==> config.mk <==
export PLATFORM = sky130hd
export DESIGN_NAME = switch_nibble_capture
export DESIGN_NICKNAME = d
export VERILOG_FILES = /design/src/rtl/input_stage_pkg.sv /design/src/rtl/sync_2ff.sv /design/src/rtl/switch_nibble_capture.sv
export SDC_FILE = /design/constraint.sdc
export NUM_CORES = 1
export LEC_CHECK = 0
export CORE_MARGIN = 5
export CORE_UTILIZATION = 34
export DETAILED_ROUTE_END_ITERATION = 10
export PLACE_DENSITY = 0.53
export SYNTH_ARGS = -nofsm -noshare
export SYNTH_HDL_FRONTEND = slang
export SYNTH_SLANG_ARGS = --single-unit
==> constraint.sdc <==
create_clock -name clk -period 2.3 [get_ports clk]
set_clock_uncertainty 0.05 [all_clocks]
set_input_delay 0.23 -clock clk [delete_from_list [all_inputs] [get_ports clk]]
set_output_delay 0.23 -clock clk [all_outputs]
set_load 0.02 [all_outputs]
==> src/rtl/input_stage_pkg.sv <==
// rtl/input_stage_pkg.sv - shared FSM encodings and debounce default for the operand input stage
package input_stage_pkg;

    localparam logic [1:0] ST_IDLE   = 2'd0;
    localparam logic [1:0] ST_SETTLE = 2'd1;
    localparam logic [1:0] ST_COMMIT = 2'd2;

    // 10 ms at 100 MHz
    localparam int DEBOUNCE_DEFAULT = 1000000;

endpackage

==> src/rtl/sync_2ff.sv <==
// rtl/sync_2ff.sv - two-flop synchronizer for asynchronous level inputs
module sync_2ff #(
    parameter int WIDTH = 4
) (
    input  logic             clk,
    input  logic             rst,
    input  logic [WIDTH-1:0] d,
    output logic [WIDTH-1:0] q
);

    logic [WIDTH-1:0] s1_q;

    always_ff @(posedge clk) begin
        if (rst) begin
            s1_q <= '0;
            q    <= '0;
        end else begin
            s1_q <= d;
            q    <= s1_q;
        end
    end

endmodule

==> src/rtl/switch_nibble_capture.sv <==
// rtl/switch_nibble_capture.sv - synchronizes and group-debounces the switch nibble into operand A
// Optional committed-change counter port chg_cnt enabled by SW_CHG_COUNT_EN.
module switch_nibble_capture
    import input_stage_pkg::*;
#(
    parameter int WIDTH           = 4,
    parameter int DEBOUNCE_CYCLES = DEBOUNCE_DEFAULT
) (
    input  logic             clk,
    input  logic             rst,
    input  logic [WIDTH-1:0] sw_in,
    output logic [WIDTH-1:0] a_out,
    output logic             a_valid,
    output logic             busy
`ifdef SW_CHG_COUNT_EN
    ,
    output logic [7:0]       chg_cnt
`endif
);

    localparam int CNT_W = $clog2(DEBOUNCE_CYCLES);
    localparam logic [CNT_W-1:0] CNT_LAST = CNT_W'(DEBOUNCE_CYCLES - 1);

    logic [WIDTH-1:0] sw_s;
    logic [1:0]       state_q, state_d;
    logic [WIDTH-1:0] cand_q, cand_d;
    logic [CNT_W-1:0] cnt_q, cnt_d;
    logic [WIDTH-1:0] a_out_q, a_out_d;
    logic             a_valid_q, a_valid_d;
    logic             commit;

    sync_2ff #(.WIDTH(WIDTH)) u_sync (
        .clk (clk),
        .rst (rst),
        .d   (sw_in),
        .q   (sw_s)
    );

    always_comb begin
        state_d   = state_q;
        cand_d    = cand_q;
        cnt_d     = cnt_q;
        a_out_d   = a_out_q;
        a_valid_d = a_valid_q;
        commit    = 1'b0;
        case (state_q)
            ST_IDLE: begin
                if (sw_s != a_out_q) begin
                    state_d = ST_SETTLE;
                    cand_d  = sw_s;
                    cnt_d   = '0;
                end
            end
            ST_SETTLE: begin
                // Returning to the committed value is a bounce, not a new value.
                if (sw_s == a_out_q) begin
                    state_d = ST_IDLE;
                end else if (sw_s != cand_q) begin
                    cand_d = sw_s;
                    cnt_d  = '0;
                end else if (cnt_q == CNT_LAST) begin
                    state_d   = ST_COMMIT;
                    a_out_d   = cand_q;
                    a_valid_d = 1'b1;
                    commit    = 1'b1;
                end else begin
                    cnt_d = cnt_q + CNT_W'(1);
                end
            end
            ST_COMMIT: begin
                a_valid_d = 1'b0;
                state_d   = ST_IDLE;
            end
            default: begin
                state_d   = ST_IDLE;
                a_valid_d = 1'b0;
            end
        endcase
    end

    always_ff @(posedge clk) begin
        if (rst) begin
            state_q   <= ST_IDLE;
            cand_q    <= '0;
            cnt_q     <= '0;
            a_out_q   <= '0;
            a_valid_q <= 1'b0;
        end else begin
            state_q   <= state_d;
            cand_q    <= cand_d;
            cnt_q     <= cnt_d;
            a_out_q   <= a_out_d;
            a_valid_q <= a_valid_d;
        end
    end

    assign a_out   = a_out_q;
    assign a_valid = a_valid_q;
    assign busy    = (state_q != ST_IDLE);

`ifdef SW_CHG_COUNT_EN
    logic [7:0] chg_cnt_q;

    always_ff @(posedge clk) begin
        if (rst) begin
            chg_cnt_q <= '0;
        end else if (commit) begin
            chg_cnt_q <= chg_cnt_q + 8'd1;
        end
    end

    assign chg_cnt = chg_cnt_q;
`else
    logic unused_commit;
    assign unused_commit = commit;
`endif

endmodule

==> results_dict.tcl, run 1 <==
set metrics [dict create \
    tritoncts.num_buffers 5 \
    core_sq_um 5440 \
    synth_seq_area_share_pct 41.7 \
    syn_inst 215 \
    syn2layout_area_growth_pct 21.0 \
    synthesis.area_per_instance_sq_um 8.70 \
    cp_max_fo 7 \
    mappedNetlistNets 222 \
    die-area_sq_um 7080 \
    slew_at_the_pin_closest_to_its_max_slew_limit_ns 0.494 \
    route.detailed.wl_per_inst_um 13.5 \
    outcome "finished, final reports clean" \
    critical_path_cell_count 6 \
    cap_viol_max_count 0 \
    crit_path_max_incr_delay_ns 0.54 \
    layout_min_cycle_time_ns 2.17 \
    r2r_slack_ns 0.13 \
    endpoint "a_out[0]" \
    clock_path_buffers 2 \
    power.density_nw_per_um2 572 \
    worst_ep_arrival_time_ns 2.35 \
    clock_tree_from_tritoncts "yes" \
    commonest_non_fill_non_tap_cell_in_the_layout "sky130_fd_sc_hd__dfxtp_1" \
    holdBufCountCts 0 \
    drt_wl_total_um 4210 \
    path_delay_family "simple AND/OR/NAND/NOR gates" \
    fin_worst_hold_slack_ns 0.391 \
    hold_viol 0 \
    final-instance-count-excl-fill 313 \
    synth_largest_type_area_fraction_pct 41.7 \
    critPathLaunchType "flip-flop" \
    io_buffers 11 \
    critical_path.startpoint "cnt_q[12]" \
    gr-total-overflow 0 \
    final_nets 247 \
    regToRegEndpoint "a_out[0]" \
    reg2regPathDepth 6 \
    insertedDiodeCount 0 \
    clock_tree.root_cell "sky130_fd_sc_hd__clkbuf_8" \
    syn_area_sq_um 1870 \
    fmax_ghz 0.460 \
    drt-initial-drc-count 79 \
    reg2reg_from "cnt_q[12]" \
    floorplan.die.width_um 84.2 \
    post_route_cells_drive_above_1_share_pct 14.9 \
    antenna_found_initial 0 \
    worst_ep_required_time_ns 2.48 \
    clock-sinks 39 \
    mostFrequentLayoutCells "sky130_fd_sc_hd__dfxtp_1 (39), sky130_fd_sc_hd__a21oi_1 (19), sky130_fd_sc_hd__nand2_1 (18), sky130_fd_sc_hd__buf_4 (15), sky130_fd_sc_hd__xnor2_1 (14)" \
    postSynthRegisterBits 39 \
    initial_core_utilization_pct 34.4 \
    number_of_global_route_vias_before_repair 1497 \
    globalplace.congestion 0.876 \
    grt_first_pass_wirelength_um 7320 \
    core_occupancy_in_the_finished_layout_pct 41.6 \
    route.detailed.drc 0 \
    synth.area.top_cells "sky130_fd_sc_hd__dfxtp_1 (42%), sky130_fd_sc_hd__xnor2_1 (6.6%), sky130_fd_sc_hd__a21oi_1 (5.1%), sky130_fd_sc_hd__nand2_1 (3.6%), sky130_fd_sc_hd__nor4_4 (3.4%)" \
    cells_on_worst_hold_path 1 \
    dpl.cell_count 303 \
    rows 27 \
    path_class "flip-flop to flip-flop" \
    fin_tns_setup_ns 0 \
    clock_tree.htree_level_count 2 \
    yosysWarningCount 0 \
    insertion_delay_ns 0.29 \
    ant_nets 0 \
    crit_path_cell_trace "or4b_1 -> or4_4 -> nor4_4 -> buf_4 -> nand3_1 -> a21oi_1" \
    drt_pass1_iterations 5 \
    min_period_over_period_pct 94.5 \
    cp_num_buf_inv 1 \
    grt_max_degree 33 \
    viasPerCell 5.09 \
    holdCritStartpoint "u_sync.s1_q[3]" \
    max-vdd-ir-drop_v 0.000229 \
    cellLeakagePower_nw 0.699 \
    vias 1593 \
    slew-limit-headroom_pct 67.0 \
    yosysTopAreaCell "sky130_fd_sc_hd__dfxtp_1" \
    setup_viol 0 \
    boundaryPins 12 \
    cell_with_the_largest_stage_delay_on_the_worst_path "sky130_fd_sc_hd__or4b_1" \
    synthDistinctLibCells 39 \
    holdCritPathClass "flip-flop to flip-flop" \
    dpl_wire_length_um 3020 \
    die-height_um 84.2 \
    worstSetupEndpointType "flip-flop" \
    clk_pin_slew_worst_paths_ns 0.08 \
    drv_slew 0 \
    grtUsageTotal_pct 12.6 \
]
[synth_stat cells, drive strengths merged]
master	count
o21bai	1
or4	6
nor2	13
a41oi	1
and4	1
nand4b	2
or3	6
buf	1
nand4	6
inv	5
a21oi	19
or2	4
o32ai	2
nor4b	1
nor3	5
nand3	12
dfxtp	39
nand3b	2
nand2b	2
and3	2
o211ai	1
ha	1
nor2b	9
a31oi	3
nor4	8
o31ai	4
xor2	1
clkbuf	8
or4b	4
xnor2	14
a211oi	1
nand2	18
or3b	2
o21ai	10
a41o	1
[worst min path at each step]
stage	endpoint	slack, ns
after CTS	u_sync.q[0]	0.40
final	u_sync.q[3]	0.39
after global placement	u_sync.q[3]	0.37
after detailed placement	u_sync.q[0]	0.37
after global routing	u_sync.q[0]	0.41
after floorplan	u_sync.s1_q[0]	0.31
[layout make-up]
type / count / area, sq um
Clock buffer: 5 / 68.8
Fill cell: 557 / 3180
Tap cell: 72 / 90.1
Inverter: 5 / 18.8
Sequential cell: 39 / 781
Multi-Input combinational cell: 162 / 1050
Clock inverter: 3 / 25.0
Timing Repair Buffer: 27 / 234
[power by group]
| group | switching (W) | internal [W] |
|---|---|---|
| clock | 0.000258 | 0.000217 |
| combinational | 0.0000752 | 0.0000504 |
| sequential | 0.00000757 | 0.000686 |
| total | 0.000341 | 0.000953 |
[what timing repair did]
item / CTS / global route
setup endpoints to repair: 0 / 9
buffers inserted: 0 / 2
hold endpoints to repair: 0 / 0
resized for setup: 0 / 3
[per-layer routing]
metal | part of all wire, % | vias up | GRT usage (%)
li1 | - | 835 | -
met1 | 51 | 731 | 17.8
met2 | 45 | 20 | 19.0
met3 | 3.3 | 7 | 2.65
met4 | 1.4 | 0 | 4.09
met5 | 0 | - | 0
[cells by family (layout without fill, tap and decap cells)]
logic type / after synthesis / count (layout) / share of synthesized area, %
buffers and inverters: 14 / 40 / 2.88
AOI/OAI and AO/OA: 43 / 43 / 13.5
xor gates and xnor gates: 15 / 15 / 7.02
and+or+nand+nor: 103 / 103 / 34.2
DFF: 39 / 39 / 41.7
adders and majority gates: 1 / 1 / 0.669
[flip-flops by register name, summed over array words and instances, names as in the netlist]
register / count
a_valid: 1
u_sync.q: 4
state_q: 2
u_sync.s1_q: 4
cand_q: 4
cnt_q: 20
a_out: 4
[through the flow]
stage	total power (W)	setup slack, ns	instance area [sq um]
after floorplan	0.000787	0.277	1870
after global placement	0.000837	0.147	2140
after detailed placement	0.000837	0.131	2140
after CTS	0.00132	0.109	2230
after global routing	0.00136	-0.00139	2260
final	0.00129	0.126	2260
(Power assumes the default switching activity.)
==> inputs of run 2 (changes only) <==
--- a/config.mk
+++ b/config.mk
@@ -6,9 +6,9 @@
 export NUM_CORES = 1
 export LEC_CHECK = 0
 export CORE_MARGIN = 5
-export CORE_UTILIZATION = 34
+export CORE_UTILIZATION = 58
 export DETAILED_ROUTE_END_ITERATION = 10
-export PLACE_DENSITY = 0.53
+export PLACE_DENSITY = 0.8
 export SYNTH_ARGS = -nofsm -noshare
 export SYNTH_HDL_FRONTEND = slang
 export SYNTH_SLANG_ARGS = --single-unit
==> results_dict.tcl, run 2 (synthesized netlist as in run 1, its figures left out) <==
set metrics [dict create \
    outcome "finished, final reports clean" \
    route.detailed.wl_per_inst_um 15.5 \
    cp_num_buf_inv 1 \
    drt_pass1_iterations 4 \
    number_of_global_route_vias_before_repair 1646 \
    vias 1704 \
    clk_pin_slew_worst_paths_ns 0.13 \
    crit_path_max_incr_delay_ns 0.57 \
    route.detailed.drc 0 \
    insertion_delay_ns 0.36 \
    worstSetupEndpointType "flip-flop" \
    pwr-share-seq_pct 58.4 \
    holdPathEnd "u_sync.s1_q[2]" \
    tritoncts.num_buffers 5 \
    power.share.clock_pct 31.3 \
    max-vdd-ir-drop_v 0.000429 \
    clock_tree.htree_level_count 2 \
    path_class "flip-flop to flip-flop" \
    clock-sinks 39 \
    cell_with_the_largest_stage_delay_on_the_worst_path "sky130_fd_sc_hd__or4b_1" \
    ant_nets 0 \
    globalplace.congestion 0.811 \
    fin_total_pwr_w 0.00119 \
    gr-total-overflow 0 \
    core_sq_um 3080 \
    viasPerCell 6.00 \
    reg2reg_from "cnt_q[8]" \
    setup_viol 0 \
    crit_path_cell_trace "or4b_1 -> or4_4 -> nor4_4 -> buf_4 -> nand3_1 -> a21oi_1" \
    path_delay_family "simple AND/OR/NAND/NOR gates" \
    combPwrFrac_pct 10.4 \
    drv_slew 0 \
    regToRegEndpoint "a_out[1]" \
    switching_share_pct 28.1 \
    worst_ep_arrival_time_ns 2.49 \
    p_sw_w 0.000334 \
    antenna_found_initial 0 \
    commonest_non_fill_non_tap_cell_in_the_layout "sky130_fd_sc_hd__dfxtp_1" \
    clock_path_buffers 2 \
    drt-initial-drc-count 179 \
    cellLeakagePower_nw 0.681 \
    power.density_nw_per_um2 539 \
    grt_first_pass_wirelength_um 7340 \
    rows 20 \
    r2r_slack_ns 0.06 \
    reg2regPathDepth 6 \
    mostFrequentLayoutCells "sky130_fd_sc_hd__dfxtp_1 (34), sky130_fd_sc_hd__a21oi_1 (19), sky130_fd_sc_hd__nand2_1 (18), sky130_fd_sc_hd__buf_4 (15), sky130_fd_sc_hd__xnor2_1 (14)" \
    cp_max_fo 6 \
    final_nets 246 \
    grtUsageTotal_pct 21.6 \
    worst_ep_required_time_ns 2.54 \
    die-height_um 66.8 \
    cells_on_worst_hold_path 2 \
    fin_tns_setup_ns 0 \
    layout_min_cycle_time_ns 2.24 \
    floorplan.die.width_um 66.8 \
    insertedDiodeCount 0 \
    holdCritStartpoint "sw_in[2]" \
    post_route_cells_drive_above_1_share_pct 17.9 \
    min_period_over_period_pct 97.5 \
    critical_path_cell_count 6 \
    critPathLaunchType "flip-flop" \
    slew_at_the_pin_closest_to_its_max_slew_limit_ns 0.316 \
    max_flop_register "cnt_q" \
    drt_wl_total_um 4420 \
    fmax_ghz 0.446 \
    boundaryPins 12 \
    cap_viol_max_count 0 \
    holdCritPathClass "primary input to flip-flop" \
    io_buffers 11 \
    hold_viol 0 \
    clock_tree.root_cell "sky130_fd_sc_hd__clkbuf_4" \
    grt_max_degree 33 \
    p_int_w 0.000856 \
    die-area_sq_um 4460 \
    clock_tree_from_tritoncts "yes" \
    slew-limit-headroom_pct 78.8 \
    initial_core_utilization_pct 60.8 \
    dpl_wire_length_um 3050 \
    largest_register_ffs 20 \
    syn2layout_area_growth_pct 18.1 \
]
[run 2: cell type report]
class	count	area (sq um)
flip-flops and latches	39	790
fillers	237	870
well taps	44	55.1
inverters	5	18.8
multi-input cells	162	1060
repair buffers	26	223
clock inverters	3	23.8
clock buffers	5	37.5
[run 2: worst max path at each step]
stage | from | end | slack, ns
6_report | cnt_q[8] | a_out[1] | 0.06
3_5_place_dp | cnt_q[8] | a_out[3] | 0.08
4_1_cts | cnt_q[8] | a_out[3] | 0.06
3_3_place_gp | cnt_q[8] | a_out[0] | 0.18
2_1_floorplan | cnt_q[8] | a_out[0] | 0.28
5_1_grt | cnt_q[8] | a_out[3] | -0.05
[run 2: metrics by stage]
step	area, sq um	util (%)	worst slack (ns)	std cells	hold WS [ns]
after CTS	2140	69.4	0.0597	279	0.357
final	2210	71.7	0.0586	284	0.367
after floorplan	1870	-	0.277	215	0.308
after global routing	2210	71.7	-0.0487	284	0.359
after global placement	2080	67.4	0.183	271	0.368
after detailed placement	2080	67.4	0.0775	271	0.388
[run 2: repair_timing]
action	CTS	global route
resized for setup	0	11
setup buffers	0	5
hold buffers	0	0
hold endpoints to repair	0	0
setup endpoints to repair	0	8
[run 2: power by group through the flow]
stage / Sequential, W / Clock, W / Combinational (W)
2_1_floorplan: 0.000709 / 0 / 0.0000779
3_3_place_gp: 0.000711 / 0 / 0.000117
3_5_place_dp: 0.000712 / 0 / 0.000121
4_1_cts: 0.000697 / 0.000379 / 0.000122
5_1_grt: 0.000698 / 0.000414 / 0.000135
6_report: 0.000695 / 0.000372 / 0.000123
[run 2: routing by layer]
layer	vias to the layer above	wire length (um)	track usage (%)
met3	11	299	4.22
met1	791	1910	26.8
met4	0	72	7.36
met5	-	0	0
met2	69	2130	36.9
li1	833	-	-
==> inputs of run 3 (changes only) <==
--- a/config.mk
+++ b/config.mk
@@ -9,6 +9,7 @@
 export CORE_UTILIZATION = 58
 export DETAILED_ROUTE_END_ITERATION = 10
 export PLACE_DENSITY = 0.8
+export SETUP_SLACK_MARGIN = 0.3
 export SYNTH_ARGS = -nofsm -noshare
 export SYNTH_HDL_FRONTEND = slang
 export SYNTH_SLANG_ARGS = --single-unit
==> results_dict.tcl, run 3 (synthesized netlist as in run 1, its figures left out) <==
set metrics [dict create \
    grt_max_degree 33 \
    clock_tree.root_cell "sky130_fd_sc_hd__clkbuf_4" \
    floorplan.die.width_um 66.8 \
    die-height_um 66.8 \
    setup_viol 0 \
    antenna_found_initial 0 \
    reg2regPathDepth 5 \
    path_class "flip-flop to flip-flop" \
    fmax_ghz 0.461 \
    tritoncts.num_buffers 5 \
    drv_slew 0 \
    clk_pin_slew_worst_paths_ns 0.14 \
    hold_viol 0 \
    commonest_non_fill_non_tap_cell_in_the_layout "sky130_fd_sc_hd__dfxtp_1" \
    holdCritPathClass "primary input to flip-flop" \
    io_buffers 11 \
    fill_cells 223 \
    largest_register_ffs 20 \
    route.detailed.wl_per_inst_um 16.3 \
    core_sq_um 3080 \
    drt_pass1_iterations 5 \
    gr-total-overflow 0 \
    cellLeakagePower_nw 0.710 \
    worst_ep_required_time_ns 2.50 \
    design_area_sq_um 2320 \
    boundaryPins 12 \
    regToRegEndpoint "a_out[2]" \
    vias 1801 \
    placement.cell_area_sq_um 2090 \
    regArea_sq_um 800 \
    number_of_global_route_vias_before_repair 1666 \
    drt-initial-drc-count 247 \
    dpl_wire_length_um 3090 \
    fin_total_pwr_w 0.00120 \
    cap_viol_max_count 0 \
    grtUsageTotal_pct 22.7 \
    cp_max_fo 5 \
    fin_tns_setup_ns 0 \
    worst_ep_arrival_time_ns 2.37 \
    critPathLaunchType "flip-flop" \
    globalplace.congestion 0.863 \
    mostFrequentLayoutCells "sky130_fd_sc_hd__dfxtp_1 (26), sky130_fd_sc_hd__nand2_1 (18), sky130_fd_sc_hd__buf_4 (18), sky130_fd_sc_hd__a21oi_1 (17), sky130_fd_sc_hd__xnor2_1 (14)" \
    post_route_cells_drive_above_1_share_pct 28.3 \
    clock_path_buffers 2 \
    drt_wl_total_um 4690 \
    die-area_sq_um 4460 \
    max-vdd-ir-drop_v 0.000485 \
    clock_tree_from_tritoncts "yes" \
    max_flop_register "cnt_q" \
    holdCritStartpoint "sw_in[0]" \
    layout_min_cycle_time_ns 2.17 \
    holdPathEnd "u_sync.s1_q[0]" \
    route.detailed.drc 0 \
    clock_tree.htree_level_count 2 \
    r2r_slack_ns 0.13 \
    slew-limit-headroom_pct 77.2 \
    outcome "finished, final reports clean" \
    cells_on_worst_hold_path 2 \
    clock-sinks 39 \
    final_nets 250 \
    ant_nets 0 \
    syn2layout_area_growth_pct 24.3 \
    viasPerCell 6.25 \
    power.density_nw_per_um2 516 \
    insertion_delay_ns 0.36 \
    min_period_over_period_pct 94.4 \
    initial_core_utilization_pct 60.8 \
    worstSetupEndpointType "flip-flop" \
    multi_input_comb_area_sq_um 1130 \
    slew_at_the_pin_closest_to_its_max_slew_limit_ns 0.340 \
    insertedDiodeCount 0 \
    grt_first_pass_wirelength_um 7720 \
    reg2reg_from "cnt_q[6]" \
    rows 20 \
    rsz0062_at_grt "true" \
]
-- run 3: cell type report --
type,count,share of cell area (%)
inverters,5,0.807
multi-input cells,162,48.8
clock inverters,3,1.02
clock buffers,5,1.61
repair buffers,30,11.0
flip-flops and latches,39,34.4
well taps,44,2.37
-- run 3: per-layer routing --
metal,vias up,part of all wire (%),global-route usage [%]
li1,843,-,-
met1,871,42,28.6
met2,74,49,37.3
met3,13,7.6,6.41
met4,0,2.0,7.11
met5,-,0,0
-- run 3: what timing repair did --
item                       in CTS  in global routing
hold buffers                    0                  0
resized for setup              21                 24
pin swaps                       8                  8
setup buffers                   5                  2
setup endpoints to repair      18                 20
gates cloned                    1                  0
-- run 3: per-stage QoR --
stage               util, %  hold WS (ns)  setup slack [ns]  instances
floorplan                 -         0.308             0.297        215
global placement       67.8         0.374             0.170        272
detailed placement     67.8         0.388            0.0940        272
CTS                    73.0         0.356             0.131        286
global route           75.5         0.347            0.0723        288
finish                 75.5         0.375             0.130        288
-- run 3: how the worst max path moves through the flow --
stage,start,end,slack (ns),cells past startpoint
2_1_floorplan,cnt_q[7],a_out[0],0.30,5
3_3_place_gp,cnt_q[8],a_out[2],0.17,5
3_5_place_dp,cnt_q[8],a_out[2],0.09,5
4_1_cts,cnt_q[10],a_out[3],0.13,6
5_1_grt,cnt_q[12],a_out[3],0.07,6
6_report,cnt_q[6],a_out[2],0.13,5
-- run 3: power breakdown --
| group | internal, W | switching (W) |
|---|---|---|
| combinational | 0.0000486 | 0.0000785 |
| sequential | 0.000687 | 0.00000971 |
| clock | 0.000122 | 0.000253 |
| total | 0.000858 | 0.000341 |
-- run 3: worst max-delay path: stages, from the launching register on --
cell,delay (ns)
sky130_fd_sc_hd__dfxtp_1,0.39
sky130_fd_sc_hd__or3b_2,0.50
sky130_fd_sc_hd__or2_2,0.31
sky130_fd_sc_hd__or4b_4,0.53
sky130_fd_sc_hd__o21ai_1,0.20
sky130_fd_sc_hd__a21oi_2,0.08
